===== config.mk =====
export PLATFORM = sky130hd
export DESIGN_NAME = multicycle_ctrl_fsm
export DESIGN_NICKNAME = d
export VERILOG_FILES = /design/src/rtl/ctrl_pkg.sv /design/src/rtl/mem_wait_timer.sv /design/src/rtl/multicycle_ctrl_fsm.sv
export SDC_FILE = /design/constraint.sdc
export NUM_CORES = 1
export LEC_CHECK = 0
export CAP_MARGIN = 30
export CORE_UTILIZATION = 43
export CTS_CLUSTER_SIZE = 16
export DETAILED_ROUTE_END_ITERATION = 16
export GPL_TIMING_DRIVEN = 0
export HOLD_SLACK_MARGIN = 0.05
export PLACE_DENSITY = 0.83
export SLEW_MARGIN = 20
export SYNTH_ARGS = -nofsm -noshare
export SYNTH_HDL_FRONTEND = slang
export SYNTH_SLANG_ARGS = --single-unit

===== constraint.sdc =====
create_clock -name clk -period 2.25 [get_ports clk]
set_input_delay 0.45 -clock clk [delete_from_list [all_inputs] [get_ports clk]]
set_output_delay 0.45 -clock clk [all_outputs]
set_load 0.02 [all_outputs]

===== src/rtl/ctrl_pkg.sv =====
// Shared encodings for the multicycle control unit: state codes, RV32 opcodes
// and the mux-select encodings driven onto the datapath.
package ctrl_pkg;

  typedef enum logic [3:0] {
    S_IDLE      = 4'd0,
    S_FETCH     = 4'd1,
    S_DECODE    = 4'd2,
    S_MEM_ADDR  = 4'd3,
    S_MEM_READ  = 4'd4,
    S_MEM_WB    = 4'd5,
    S_MEM_WRITE = 4'd6,
    S_EXEC_R    = 4'd7,
    S_EXEC_I    = 4'd8,
    S_ALU_WB    = 4'd9,
    S_BRANCH    = 4'd10,
    S_JAL       = 4'd11,
    S_TRAP      = 4'd15
  } state_t;

  localparam logic [6:0] OP_R   = 7'b0110011;
  localparam logic [6:0] OP_I   = 7'b0010011;
  localparam logic [6:0] OP_LW  = 7'b0000011;
  localparam logic [6:0] OP_SW  = 7'b0100011;
  localparam logic [6:0] OP_BR  = 7'b1100011;
  localparam logic [6:0] OP_JAL = 7'b1101111;

  localparam logic [1:0] ALUOP_ADD = 2'b00;
  localparam logic [1:0] ALUOP_SUB = 2'b01;
  localparam logic [1:0] ALUOP_RFN = 2'b10;
  localparam logic [1:0] ALUOP_IFN = 2'b11;

  localparam logic [1:0] SRCB_RS2  = 2'b00;
  localparam logic [1:0] SRCB_FOUR = 2'b01;
  localparam logic [1:0] SRCB_IMM  = 2'b10;

  localparam logic [1:0] PCSRC_ALU    = 2'b00;
  localparam logic [1:0] PCSRC_ALUOUT = 2'b01;

  localparam logic [1:0] MTR_ALUOUT = 2'b00;
  localparam logic [1:0] MTR_MDR    = 2'b01;
  localparam logic [1:0] MTR_PC     = 2'b10;

  // States that hold until the memory handshake completes.
  function automatic logic is_mem_state(input state_t s);
    return (s == S_FETCH) || (s == S_MEM_READ) || (s == S_MEM_WRITE);
  endfunction

endpackage


===== src/rtl/mem_wait_timer.sv =====
// Counts consecutive stalled memory cycles and flags the cycle in which the
// stall length reaches TIMEOUT (0 disables the timeout entirely).
module mem_wait_timer #(
  parameter int TIMEOUT = 255
) (
  input  logic clk,
  input  logic rst,
  input  logic waiting,
  input  logic clear,
  output logic expired
);

  // The count holds previously stalled cycles, so it never needs to exceed TIMEOUT-1.
  localparam int TW = (TIMEOUT > 1) ? $clog2(TIMEOUT) : 1;

  logic [TW-1:0] count;

  // NOTE: sequential state uses non-blocking assignments so every flop samples pre-edge values.
  always_ff @(posedge clk or negedge rst) begin
    if (!rst)                                 count <= '0;
    else if (clear || !waiting || TIMEOUT == 0) count <= '0;
    else                                      count <= count + TW'(1);
  end

  generate
    if (TIMEOUT == 0) begin : g_no_timeout
      assign expired = 1'b0;
    end else begin : g_timeout
      assign expired = waiting && (count == TW'(TIMEOUT - 1));
    end
  endgenerate

endmodule


===== src/rtl/multicycle_ctrl_fsm.sv =====
// Multicycle RV32-subset control unit: Moore-style decode of the state register,
// memory outputs gated by mem_ready, stall timeout trap and retire counter.
module multicycle_ctrl_fsm
  import ctrl_pkg::*;
#(
  parameter int CNT_W   = 32,
  parameter int TIMEOUT = 255,
  parameter bit EN_JAL  = 1'b1
) (
  input  logic             clk,
  input  logic             rst,
  input  logic [6:0]       Op,
  input  logic             mem_ready,
  output logic [3:0]       state,
  output logic             PCWrite,
  output logic             PCWriteCond,
  output logic             IorD,
  output logic             MemRead,
  output logic             MemWrite,
  output logic             IRwrite,
  output logic             ALUSrcA,
  output logic             RegWrite,
  output logic             RegDst,
  output logic [1:0]       ALUOp,
  output logic [1:0]       ALUSrcB,
  output logic [1:0]       PCSource,
  output logic [1:0]       MemtoReg,
  output logic             trap,
  output logic [CNT_W-1:0] retired_count
);

  state_t state_q, state_d;
  logic   waiting, expired, retire;

  assign state   = state_q;
  assign waiting = is_mem_state(state_q) && !mem_ready;

  mem_wait_timer #(.TIMEOUT(TIMEOUT)) u_timer (
    .clk     (clk),
    .rst     (rst),
    .waiting (waiting),
    .clear   (mem_ready || (state_d != state_q)),
    .expired (expired)
  );

  always_ff @(posedge clk or negedge rst) begin
    if (!rst) state_q <= S_IDLE;
    else      state_q <= state_d;
  end

  // NOTE: every always_comb output gets a default first so no path can infer a latch.
  always_comb begin
    state_d     = state_q;
    PCWrite     = 1'b0;
    PCWriteCond = 1'b0;
    IorD        = 1'b0;
    MemRead     = 1'b0;
    MemWrite    = 1'b0;
    IRwrite     = 1'b0;
    ALUSrcA     = 1'b0;
    RegWrite    = 1'b0;
    RegDst      = 1'b0;
    ALUOp       = ALUOP_ADD;
    ALUSrcB     = SRCB_RS2;
    PCSource    = PCSRC_ALU;
    MemtoReg    = MTR_ALUOUT;
    trap        = 1'b0;
    case (state_q)
      S_IDLE: state_d = S_FETCH;
      S_FETCH: begin
        MemRead = 1'b1;
        ALUSrcB = SRCB_FOUR;
        IRwrite = mem_ready;
        PCWrite = mem_ready;
        if (mem_ready) state_d = S_DECODE;
      end
      S_DECODE: begin
        ALUSrcB = SRCB_IMM;
        ALUOp   = ALUOP_ADD;
        case (Op)
          OP_R:         state_d = S_EXEC_R;
          OP_I:         state_d = S_EXEC_I;
          OP_LW, OP_SW: state_d = S_MEM_ADDR;
          OP_BR:        state_d = S_BRANCH;
          OP_JAL:       state_d = EN_JAL ? S_JAL : S_TRAP;
          default:      state_d = S_TRAP;
        endcase
      end
      S_MEM_ADDR: begin
        ALUSrcA = 1'b1;
        ALUSrcB = SRCB_IMM;
        state_d = (Op == OP_LW) ? S_MEM_READ : S_MEM_WRITE;
      end
      S_MEM_READ: begin
        MemRead = 1'b1;
        IorD    = 1'b1;
        if (mem_ready) state_d = S_MEM_WB;
      end
      S_MEM_WB: begin
        RegWrite = 1'b1;
        MemtoReg = MTR_MDR;
        state_d  = S_FETCH;
      end
      S_MEM_WRITE: begin
        IorD     = 1'b1;
        MemWrite = 1'b1;
        if (mem_ready) state_d = S_FETCH;
      end
      S_EXEC_R: begin
        ALUSrcA = 1'b1;
        ALUSrcB = SRCB_RS2;
        ALUOp   = ALUOP_RFN;
        state_d = S_ALU_WB;
      end
      S_EXEC_I: begin
        ALUSrcA = 1'b1;
        ALUSrcB = SRCB_IMM;
        ALUOp   = ALUOP_IFN;
        state_d = S_ALU_WB;
      end
      S_ALU_WB: begin
        RegWrite = 1'b1;
        RegDst   = 1'b1;
        MemtoReg = MTR_ALUOUT;
        state_d  = S_FETCH;
      end
      S_BRANCH: begin
        ALUSrcA     = 1'b1;
        ALUOp       = ALUOP_SUB;
        PCWriteCond = 1'b1;
        PCSource    = PCSRC_ALUOUT;
        state_d     = S_FETCH;
      end
      S_JAL: begin
        RegWrite = 1'b1;
        RegDst   = 1'b1;
        MemtoReg = MTR_PC;
        PCWrite  = 1'b1;
        PCSource = PCSRC_ALUOUT;
        state_d  = S_FETCH;
      end
      S_TRAP: trap = 1'b1;
      default: state_d = S_TRAP;
    endcase
    // A stall that hits the limit overrides the state's own choice; expired implies !mem_ready.
    if (expired) state_d = S_TRAP;
  end

  assign retire = (state_d == S_FETCH) &&
                  ((state_q == S_MEM_WB) || (state_q == S_MEM_WRITE) ||
                   (state_q == S_ALU_WB) || (state_q == S_BRANCH) || (state_q == S_JAL));

  always_ff @(posedge clk or negedge rst) begin
    if (!rst)        retired_count <= '0;
    else if (retire) retired_count <= retired_count + CNT_W'(1);
  end

endmodule


# After elaboration in Yosys (flattened, before gate mapping)
# Index checks and enable logic that the tools add are counted.
# Widths: inputs -> output; s select.
# totals
ff_bits	44
latch_bits	0
mem_bits_rw	0
mem_bits_ro	0
in_bits	10
output_inout_bits	54
word_cells	72
n_memories	0
# op_classes
addsub	2
multipliers	0
div	0
n_lt_le_gt_ge	0
eq_ne	21
shift	0
n_mux	22
bitwise	0
n_reduce_logical	24
# op_table
cell	count
$add 32x1->32 const B	1
$pmux 4 s8	1
$eq 4x4->1 const B	5
$pmux 4 s5	1
$eq 4x3->1 const B	4
$mux 4	4
$eq 7x6->1 const B	2
$eq 7x7->1 const B	2
$reduce_or 2->1	6
$mux 1	10
$add 8x1->8 const B	1
$eq 4x1->1 const B	2
$eq 4x2->1 const B	2
$eq 8x8->1 const B	1
$logic_or 1x1->1	8
$mux 8	1
$pmux 2 s2	2
$eq 7x2->1 const B	1
$eq 7x5->1 const B	1
$pmux 2 s3	1
$reduce_or 3->1	2
$reduce_or 5->1	1
$logic_not 4->1	1
$ne 4x4->1	1
5 further kinds	8

# Logic depth before layout (Yosys ltp)
# Gate-level depths: netlist of run 1.
# logic_depth
ltp_word	10
mapped_depth	7

# By module
# From an unflattened synthesis of run 1, not the netlist that was laid out.
# unflattened
hier_cells	268
hier_area_um2	2502.4
# by_module_without_submodules
module	n_inst	cells_each	area_per_inst_um2	seq_area_each_um2
multicycle_ctrl_fsm	1	230	2125.8	900.9
mem_wait_timer	1	38	376.6	200.2

# Worst setup path before layout of run 1
# OpenSTA, ideal clock, no wires.
# synth_path
kind	flip-flop to output port
start	register state_q[1], in the netlist state[1]
end	output PCWrite
arrival_ps	1772
required_ps	1800
setup_slack_ps	28
path_stages_with_launch	6
n_path_buf	1
path_cell_list	dfrtp_1 clkbuf_1 nand2b_1 nor3_1 nand2_1 o21ai_0
# synth_via
elab_chain_cells	2
elab_cells_between_ends	3
classes_between	eq/ne (2); mux (1)
# synth_lines
item	line_no	rtl
start, declared	multicycle_ctrl_fsm.sv:32	state_t state_q, state_d;
start signal, assigned	multicycle_ctrl_fsm.sv:48	else state_q <= state_d;
$eq 4x4->1 / $eq 4x1->1 (equally long branches)	multicycle_ctrl_fsm.sv:68	case (state_q)
$pmux 1 s2 *	multicycle_ctrl_fsm.sv:68	
end, declared	multicycle_ctrl_fsm.sv:15	output logic PCWrite,
# Mark *: on every way between the ends. The rest lies on a longest branch, timed or not.

# Worst setup path after layout of run 1
# layout_path
start	input Op[6]
end	register retired_count[11]
# layout_via
elab_chain_cells	7
elab_cells_between_ends	13
classes_between	eq/ne (7); mux (4); reduce/logical (2)
# layout_lines
item	line_no	rtl
start, declared	multicycle_ctrl_fsm.sv:12	input logic [6:0] Op,
$eq 7x2->1 / $eq 7x6->1 (equally long branches)	multicycle_ctrl_fsm.sv:80, multicycle_ctrl_fsm.sv:92	
$reduce_or 2->1	multicycle_ctrl_fsm.sv:80	case (Op)
$pmux 4 s5	multicycle_ctrl_fsm.sv:80	
$pmux 4 s8 *	multicycle_ctrl_fsm.sv:68	
$mux 4 *	multicycle_ctrl_fsm.sv:146	if (expired) state_d = S_TRAP;
$eq 4x1->1 *	multicycle_ctrl_fsm.sv:149	assign retire = (state_d == S_FETCH) &&
$logic_and 1x1->1 *	multicycle_ctrl_fsm.sv:149	
end signal, assigned	multicycle_ctrl_fsm.sv:155	else if (retire) retired_count <= retired_count + CNT_W'(1);
end, declared	multicycle_ctrl_fsm.sv:29	output logic [CNT_W-1:0] retired_count
# Marked as above.
# A chain may end at the register's enable or synchronous reset.

==> flow_metrics.py, run 1 <==
metrics = {
    "sta": {
        "fin_tns_setup_ns": 0,
        "holdWs_ns": 0.1068,
        "setup_viol": 0,
        "rsz0062_at_grt": "no",
        "finalCritPeriodShare_pct": 97.25,
        "finalClockSkew_ns": 0.004121,
        "fin_crit_ns": 2.188,
        "hold_viol_final": 0,
        "slew_headroom_pct": 54.22,
        "drv_slew": 0,
        "fmax_ghz": 0.4570,
        "tightest_slew_ns": 0.6842,
    },
    "synth": {
        "yosys_register_bits": 44,
        "async_reset_ff_share_pct": 100.0,
        "yosysTopAreaCell": "dfrtp_1",
        "synth_area_per_cell_um2": 10.07,
        "synthTopCellsByArea": "dfrtp_1, xnor2_1, nand4_1",
        "ys_types": 48,
        "synth-main-ff-cell": "dfrtp_1",
        "syn_inst": 243,
        "yosysWarnings": 0,
        "seq_area_frac_synth_pct": 45.01,
        "syn_area_um2": 2446,
        "syn_nets": 256,
        "netlist.area_leader.share_pct": 45.01,
        "synth_edf_count": 0,
    },
    "floorplan": {
        "die_w_um": 77.42,
        "fp-row-count": 27,
        "core_um2": 5507,
        "ios": 64,
        "die_area_um2": 5994,
        "die-height_um": 77.42,
        "initial_core_util_pct": 44.42,
    },
    "clocking": {
        "ctsLongestPathBuffers": 2,
        "clk_latency_ns": 0.30,
        "tritoncts": "done",
        "clock-sinks": 44,
        "htreeDepth": 2,
        "clock_tree.root_cell": "clkbuf_8",
        "path_clk_slew_ns": 0.09,
        "hold_buffers": 0,
        "numCtsBuffers": 5,
    },
    "critical_path": {
        "cp-end-kind": "flip-flop",
        "path_class": "in2reg",
        "cp.required_ns": 2.43,
        "startpoint_type": "input pin",
        "arrival_ns": 2.37,
        "crit_fanout": 10,
    },
    "worst_hold_path": {
        "hp-class": "in2async",
    },
    "flow_run": {
        "maxCapViolations": 0,
    },
    "cells_and_area": {
        "antennaDiodeCount": 0,
        "drive_gt1_share_pct": 11.75,
        "fin_nets": 327,
        "syn2layout_area_growth_pct": 35.04,
        "final_util_pct": 59.99,
    },
    "pwr": {
        "irDropWorstVdd_v": 0.0003170,
        "sw_frac_of_total_pct": 21.70,
        "comb_power_share_pct": 3.7,
        "finalPower_mw": 1.466,
        "power.density_nw_per_um2": 443.8,
        "clkPwrFrac_pct": 42.5,
        "p_leak_nw": 1.418,
        "seqPwrFrac_pct": 53.9,
        "p_switching_uw": 318.1,
        "intPower_mw": 1.148,
    },
    "route": {
        "wl_mm": 5.629,
        "wl_per_cell_um": 14.55,
        "via_per_inst": 5.351,
        "ant_nets": 0,
        "drtIter0Drc": 86,
        "drc": 0,
        "via_count": 2071,
        "drt-pass1-iter-count": 4,
    },
    "grt": {
        "grt_use_total_pct": 19.12,
        "grt_start_max_net_pins": 26,
        "antenna_found_initial": 0,
        "grt.overflow.total": 0,
        "grt_pass1_wl_mm": 9.246,
        "first_global_vias": 2007,
    },
    "status": {
        "status": "complete, no violations",
    },
    "place": {
        "dpl.hpwl_mm": 4.076,
        "io_buffers": 62,
        "gp_congestion": 0.8019,
    },
}
==> power groups by stage <==
stage	logic, mW	clock network, mW	registers [mW]
3_3_place_gp	0.0477	0	0.806
4_1_cts	0.0543	0.630	0.790
2_1_floorplan	0.0104	0	0.806
3_5_place_dp	0.0534	0	0.806
5_1_grt	0.0593	0.658	0.790
6_report	0.0538	0.622	0.790
==> critical path, cell delays in order <==
cell and delay [ns]:
clkdlybuf4s50_1 0.53, nand4_1 0.17, buf_4 0.18, a2111oi_4 0.40, o31a_4 0.21, buf_6 0.14
nand4_1 0.12, xnor2_1 0.16
==> cell usage after synthesis (5+ instances only) <==
master,count
xor2_1,5
and3_1,10
nand3_1,19
nand2_1,12
xnor2_1,32
nand4_1,19
nand2b_1,5
nor2_1,21
o21ai_0,7
and2_1,7
dfrtp_1,44
and4_1,8
==> metal layers <==
layer	vias up	share of wire, %	track usage (%)
li1	1011	-	-
met1	985	45	23.56
met2	66	48	33.01
met3	9	6.5	4.588
met4	0	1.3	5.660
met5	-	0	0
==> final cells by class <==
cell class	count	area, µm²
Fill cell	467	2203
Multi-Input combinational cell	186	1271
Sequential cell	44	1105
Timing Repair Buffer	64	625.6
Tap cell	72	90.09
Buffer	10	85.08
Clock buffer	5	68.82
Clock inverter	3	46.29
Inverter	3	11.26
==> sequential cells by signal (all words and copies together), names as in the netlist <==
name,flops
retired_count,32
state,4
u_timer.count,8
==> layout by cell type, fill, tap and decap left out, drive strengths merged, types with 2 or more instances in the layout <==
cell type | Yosys | final
a21oi | 3 | 3
nand3 | 19 | 19
nand4 | 20 | 20
a2111oi | 2 | 2
dfrtp | 44 | 44
nand2 | 12 | 12
nand2b | 5 | 5
dlygate4sd2 | 0 | 12
xnor2 | 32 | 32
and4 | 8 | 8
buf | 7 | 14
xor2 | 5 | 5
clkdlybuf4s50 | 0 | 44
o21ai | 7 | 7
and3 | 10 | 10
or4b | 2 | 2
mux2i | 2 | 2
nor3 | 4 | 4
inv | 3 | 4
or3 | 2 | 2
nor2b | 3 | 3
nor2 | 21 | 21
clkbuf | 3 | 7
ha | 3 | 3
or3b | 2 | 2
and2 | 7 | 7
==> cell families (layout without fill, tap and decap cells) <==
group / count (synthesis) / after routing / share of synthesized area [%]
adders and majority gates: 3 / 3 / 1.535
and+or+nand+nor: 120 / 120 / 28.08
AOI/OAI and AO/OA: 22 / 22 / 7.264
muxes: 3 / 3 / 1.279
other: 1 / 1 / 0.1533
DFF: 44 / 44 / 45.01
buffers and inverters: 13 / 85 / 3.427
xor gates and xnor gates: 37 / 37 / 13.25
==> worst paths after layout <==
kind                                   start                end  slack (ns)  depth (start not counted)
min in group clk           retired_count[31]  retired_count[31]        0.48                          1
max in group asynchronous                rst   u_timer.count[5]        1.66                          2
max reg2reg                         state[3]  retired_count[11]        0.12                          7
max                                    Op[6]  retired_count[11]        0.06                          8
min                                      rst  retired_count[30]        0.11                          1
min reg2reg                retired_count[31]  retired_count[31]        0.48                          1
==> what timing repair did <==
action / CTS / global route
endpoints found under the setup margin: 19 / 28
pin swaps: 2 / 1
buffers inserted: 1 / 0
resized for setup: 30 / 11
==> stage by stage <==
step	area [µm²]	setup WS (ns)	std cells
6_report	3303	0.06179	387
5_1_grt	3303	0.008183	387
4_1_cts	3293	0.001590	387
3_5_place_dp	3179	-0.3258	378
3_3_place_gp	3157	-0.4288	377
2_1_floorplan	2446	0.02850	243
Power figures use the tool's default switching activity.
==> run 2, diff against run 1 <==
--- a/config.mk
+++ b/config.mk
@@ -16,3 +16,4 @@
 export SYNTH_ARGS = -nofsm -noshare
 export SYNTH_HDL_FRONTEND = slang
 export SYNTH_SLANG_ARGS = --single-unit
+export TNS_END_PERCENT = 20
==> constraint.sdc (replaced) <==
create_clock -name clk -period 2.25 [get_ports clk]
set_input_delay 0.45 -clock clk [delete_from_list [all_inputs] [get_ports clk]]
set_output_delay 0.45 -clock clk [all_outputs]
set_load 0.005 [all_outputs]
==> run 2 against run 1 <==
  * Non-clock buffer count is 4 higher
  * Cell count is 1.0% higher
  * Clock skew hardly changed
  * Sequential share of layout area is 1.1 points lower
  * Flip-flop and latch count stayed put
  * Combinational power is 5.0% lower
  * Sequential power hardly changed
  * Wire length is 1.7% higher
  * Via count is 1.2% higher
  * Critical endpoint is now ALUSrcA
==> flow_metrics.py, run 2 (synthesis results as in run 1) <==
metrics = {
    "cells_and_area": {
        "regMostFlops": "retired_count",
        "fillers": 457,
        "fin_nets": 331,
        "largest_reg_flops": 32,
        "final_cell_mix": "clkdlybuf4s50_1, dfrtp_1, xnor2_1",
        "antennaDiodeCount": 0,
        "final_util_pct": 61.87,
        "syn2layout_area_growth_pct": 39.28,
        "final_common_cell": "clkdlybuf4s50_1",
        "drive_gt1_share_pct": 13.79,
    },
    "critical_path": {
        "arrival_ns": 1.76,
        "startpoint_type": "flip-flop",
        "rr_worst_depth": 7,
        "r2r-end": "retired_count[11]",
        "crit_fanout": 10,
        "cp-startpoint": "state[2]",
        "cp-endpoint": "ALUSrcA",
        "path_class": "reg2out",
        "cp-end-kind": "output pin",
        "r2r_setup_slack_ns": 0.13,
        "cp.required_ns": 1.80,
        "reg2reg_from": "state[2]",
    },
    "route": {
        "via_per_inst": 5.361,
        "wl_per_cell_um": 14.64,
        "drc": 0,
        "ant_nets": 0,
        "wl_mm": 5.725,
        "drt-pass1-iter-count": 4,
        "via_count": 2096,
        "drtIter0Drc": 86,
    },
    "grt": {
        "grt.met3_usage_pct": 4.588,
        "global_route.usage.met1_pct": 23.94,
        "grt_pass1_wl_mm": 9.453,
        "first_global_vias": 2051,
        "grt.busiest_layer": "met2",
        "met2_usage_pct": 34.07,
        "grt_start_max_net_pins": 26,
        "antenna_found_initial": 0,
        "grt.overflow.total": 0,
        "grt_use_total_pct": 19.55,
    },
    "sta": {
        "setup_viol": 0,
        "finalClockSkew_ns": 0.004125,
        "fmax_ghz": 0.4522,
        "rsz0062_at_grt": "yes",
        "tightest_slew_ns": 0.6914,
        "slew_headroom_pct": 53.74,
        "drv_slew": 0,
        "fin_crit_ns": 2.212,
        "holdWs_ns": 0.1076,
        "hold_viol_final": 0,
        "timing.final.ws_setup_ns": 0.03840,
        "finalCritPeriodShare_pct": 98.29,
    },
    "clocking": {
        "clk_latency_ns": 0.30,
        "tritoncts": "done",
        "htreeDepth": 2,
        "ctsLongestPathBuffers": 2,
        "clock-sinks": 44,
        "path_clk_slew_ns": 0.09,
        "clock_tree.root_cell": "clkbuf_8",
        "numCtsBuffers": 5,
        "hold_buffers": 0,
    },
    "place": {
        "dpl.hpwl_mm": 4.076,
        "io_buffers": 62,
        "gp_congestion": 0.8019,
        "pre_cts_ws_ns": -0.3258,
    },
    "floorplan": {
        "die-height_um": 77.42,
        "ios": 64,
        "initial_core_util_pct": 44.42,
        "die_w_um": 77.42,
        "fp-row-count": 27,
        "core_um2": 5507,
        "die_area_um2": 5994,
    },
    "status": {
        "status": "complete, no violations",
    },
    "pwr": {
        "irDropWorstVdd_v": 0.0003162,
        "p_leak_nw": 1.483,
        "power.density_nw_per_um2": 429.7,
        "intPower_mw": 1.147,
        "sw_frac_of_total_pct": 21.67,
        "seqPwrFrac_pct": 54.0,
        "comb_power_share_pct": 3.5,
        "clkPwrFrac_pct": 42.6,
        "p_switching_uw": 317.2,
    },
    "worst_hold_path": {
        "hp-class": "in2async",
    },
    "flow_run": {
        "maxCapViolations": 0,
    },
}
## run 2: final cells by class
| class | count | area, µm² | area share [%] |
|---|---|---|---|
| buffer | 10 | 103.9 | 3.048 |
| clock buffer | 5 | 68.82 | 2.020 |
| clock inverter | 3 | 46.29 | 1.359 |
| inverter | 3 | 11.26 | 0.3305 |
| multi-input combinational | 186 | 1304 | 38.27 |
| sequential | 44 | 1104 | 32.39 |
| tap | 72 | 90.09 | 2.644 |
| timing repair buffer | 68 | 679.4 | 19.94 |
## run 2: power by group through the flow
| stage | clock (mW) | combinational, mW | sequential (mW) |
|---|---|---|---|
| 6_report | 0.623 | 0.0511 | 0.790 |
| 5_1_grt | 0.658 | 0.0567 | 0.790 |
| 4_1_cts | 0.630 | 0.0518 | 0.790 |
| 3_5_place_dp | 0 | 0.0522 | 0.806 |
| 3_3_place_gp | 0 | 0.0465 | 0.806 |
| 2_1_floorplan | 0 | 0.00920 | 0.806 |
## run 2: routing by layer
layer	up-vias	wire, µm
met5	-	0
met1	1002	2571
met2	66	2730
met4	0	71
li1	1019	-
met3	9	352
## run 2: worst min path at each step
stage | endpoint | slack [ns]
6_report | retired_count[30] | 0.11
5_1_grt | retired_count[22] | 0.13
4_1_cts | retired_count[26] | 0.12
3_5_place_dp | retired_count[30] | 0.45
3_3_place_gp | retired_count[31] | 0.47
2_1_floorplan | retired_count[0] | 0.15
## run 2: timing repair
item	in CTS	in global routing
pin swaps	3	5
gates resized for setup	20	16
endpoints found under the setup margin	18	45
buffers inserted	2	3
cloned	0	0
## run 2: stage by stage
stage	std cells	total power, mW	area, µm²	setup TNS [ns]
2_1_floorplan	243	0.8152	2446	0
3_3_place_gp	377	0.8524	3157	-26.34
3_5_place_dp	378	0.8579	3179	-8.942
4_1_cts	388	1.472	3338	-0.06231
5_1_grt	391	1.505	3407	-0.04167
6_report	391	1.464	3407	0
## run 2: worst max-delay path, cell delays in order, from the launching register on
cell and delay [ns]:
dfrtp_2 0.41, clkbuf_4 0.19, nand2b_4 0.17, o22ai_1 0.16
clkdlybuf4s50_1 0.53
==> run 3, diff against run 2 <==
--- a/config.mk
+++ b/config.mk
@@ -6,11 +6,13 @@
 export NUM_CORES = 1
 export LEC_CHECK = 0
 export CAP_MARGIN = 30
+export CORE_ASPECT_RATIO = 0.9
 export CORE_UTILIZATION = 43
 export CTS_CLUSTER_SIZE = 16
 export DETAILED_ROUTE_END_ITERATION = 16
 export GPL_TIMING_DRIVEN = 0
 export HOLD_SLACK_MARGIN = 0.05
+export MAX_ROUTING_LAYER = met4
 export PLACE_DENSITY = 0.83
 export SLEW_MARGIN = 20
 export SYNTH_ARGS = -nofsm -noshare
==> run 3 against run 2 <==
  * Worst setup slack better by 0.026 ns
  * First-iteration DRC count is 27% higher
  * Maximum frequency is 1.2% higher
  * Critical endpoint is now RegWrite
  * Clock power is 15% lower
  * Critical path type unchanged
  * Die area hardly changed
  * Sequential share of layout area is 0.20 points higher
  * Cell count is 1.3% lower
  * Combinational power is 6.1% higher
  * Clock skew is 0.0019 ns higher
==> flow_metrics.py, run 3 (synthesis results as in run 1) <==
metrics = {
    "status": {
        "status": "complete, no violations",
    },
    "clocking": {
        "htreeDepth": 2,
        "clk_latency_ns": 0.29,
        "ctsLongestPathBuffers": 2,
        "clock_tree.root_cell": "clkbuf_8",
        "path_clk_slew_ns": 0.08,
        "clock-sinks": 44,
        "tritoncts": "done",
        "numCtsBuffers": 5,
    },
    "grt": {
        "grt_start_max_net_pins": 24,
        "grt.overflow.total": 0,
        "first_global_vias": 1872,
        "grt_use_total_pct": 20.21,
        "antenna_found_initial": 0,
        "grt_pass1_wl_mm": 8.997,
    },
    "route": {
        "via_per_inst": 5.492,
        "ant_nets": 0,
        "wl_per_cell_um": 14.31,
        "wl_mm": 5.523,
        "drc": 0,
        "drtIter0Drc": 109,
        "via_count": 2120,
        "drt-pass1-iter-count": 4,
    },
    "cells_and_area": {
        "final_cell_mix": "clkdlybuf4s50_1, dfrtp_1, xnor2_1",
        "regMostFlops": "retired_count",
        "antennaDiodeCount": 0,
        "final_util_pct": 63.00,
        "fin_area_um2": 3390,
        "fin_cells": 386,
        "syn2layout_area_growth_pct": 38.57,
        "drive_gt1_share_pct": 14.73,
        "fin_nets": 332,
        "final_common_cell": "clkdlybuf4s50_1",
        "largest_reg_flops": 32,
    },
    "sta": {
        "drv_slew": 0,
        "timing.final.ws_setup_ns": 0.06484,
        "rsz0062_at_grt": "yes",
        "finalClockSkew_ns": 0.006023,
        "fmax_ghz": 0.4576,
        "fin_crit_ns": 2.185,
        "hold_viol_final": 0,
        "slew_headroom_pct": 53.47,
        "setup_viol": 0,
        "tightest_slew_ns": 0.6954,
        "finalCritPeriodShare_pct": 97.12,
    },
    "pwr": {
        "p_leak_nw": 1.460,
        "power.density_nw_per_um2": 404.9,
        "irDropWorstVdd_v": 0.0003824,
    },
    "critical_path": {
        "crit_fanout": 10,
        "cp.required_ns": 1.80,
        "cp-end-kind": "output pin",
        "arrival_ns": 1.74,
        "path_class": "reg2out",
        "startpoint_type": "flip-flop",
    },
    "place": {
        "placed_cell_area_um2": 3173,
        "io_buffers": 62,
        "gp_congestion": 0.8309,
        "dpl.hpwl_mm": 3.956,
        "place_inst": 373,
        "pre_cts_ws_ns": -0.3764,
    },
    "floorplan": {
        "core_um2": 5380,
        "ios": 64,
        "die-height_um": 73.55,
        "fp-row-count": 25,
        "die_w_um": 81.50,
        "initial_core_util_pct": 45.47,
        "die_area_um2": 5994,
    },
    "flow_run": {
        "maxCapViolations": 0,
    },
    "worst_hold_path": {
        "hp-class": "in2async",
    },
}
run 3: path summary, 6_finish.rpt:
path / startpoint / endpoint / slack [ns] / depth (start not counted)
worst min-delay path: rst / retired_count[19] / 0.13 / 1
worst max-delay path: state[3] / RegWrite / 0.06 / 6
worst max register to register: state[3] / retired_count[28] / 0.18 / 7
min in group clk: retired_count[31] / retired_count[31] / 0.49 / 1
worst min register to register: retired_count[31] / retired_count[31] / 0.49 / 1
max in group asynchronous: rst / state[1] / 1.62 / 2
run 3: area by class of cell:
type,instances,area [µm²]
Fill cell,434,1991
Multi-Input combinational cell,186,1303
Sequential cell,44,1105
Timing Repair Buffer,69,686.9
Buffer,10,103.9
Clock buffer,7,96.34
Tap cell,67,83.83
Inverter,3,11.26
run 3: routing by layer:
metal,GRT usage (%),wire length (µm)
met1,27.81,2611
met2,30.19,2583
met3,3.727,255
met4,6.151,73
met5,-,0
run 3: repair_timing:
item	in CTS	in global routing
endpoints found under the setup margin	17	25
hold buffers	0	0
gates resized for setup	24	11
buffers inserted	3	3
pin swaps	4	3
run 3: per-stage QoR:
stage               hold WS, ns  total power [mW]  TNS [ns]
floorplan                0.1544            0.8152         0
global placement         0.4612            0.8519    -24.08
detailed placement       0.4590            0.8582    -6.968
CTS                      0.1437             1.383  -0.02346
global route             0.1648             1.426  -0.05349
finish                   0.1265             1.372         0
run 3: where the power goes:
group	internal, mW	switching, mW
logic	0.0233	0.0309
registers	0.790	0
clock network	0.274	0.255
total	1.09	0.286
run 3: worst max-delay path, cell delays in order, from the launching register on:
cell and delay, ns:
dfrtp_1 0.39, buf_6 0.15, buf_8 0.13, nor2b_2 0.15, and2_1 0.15, or2_2 0.26
clkdlybuf4s15_1 0.20
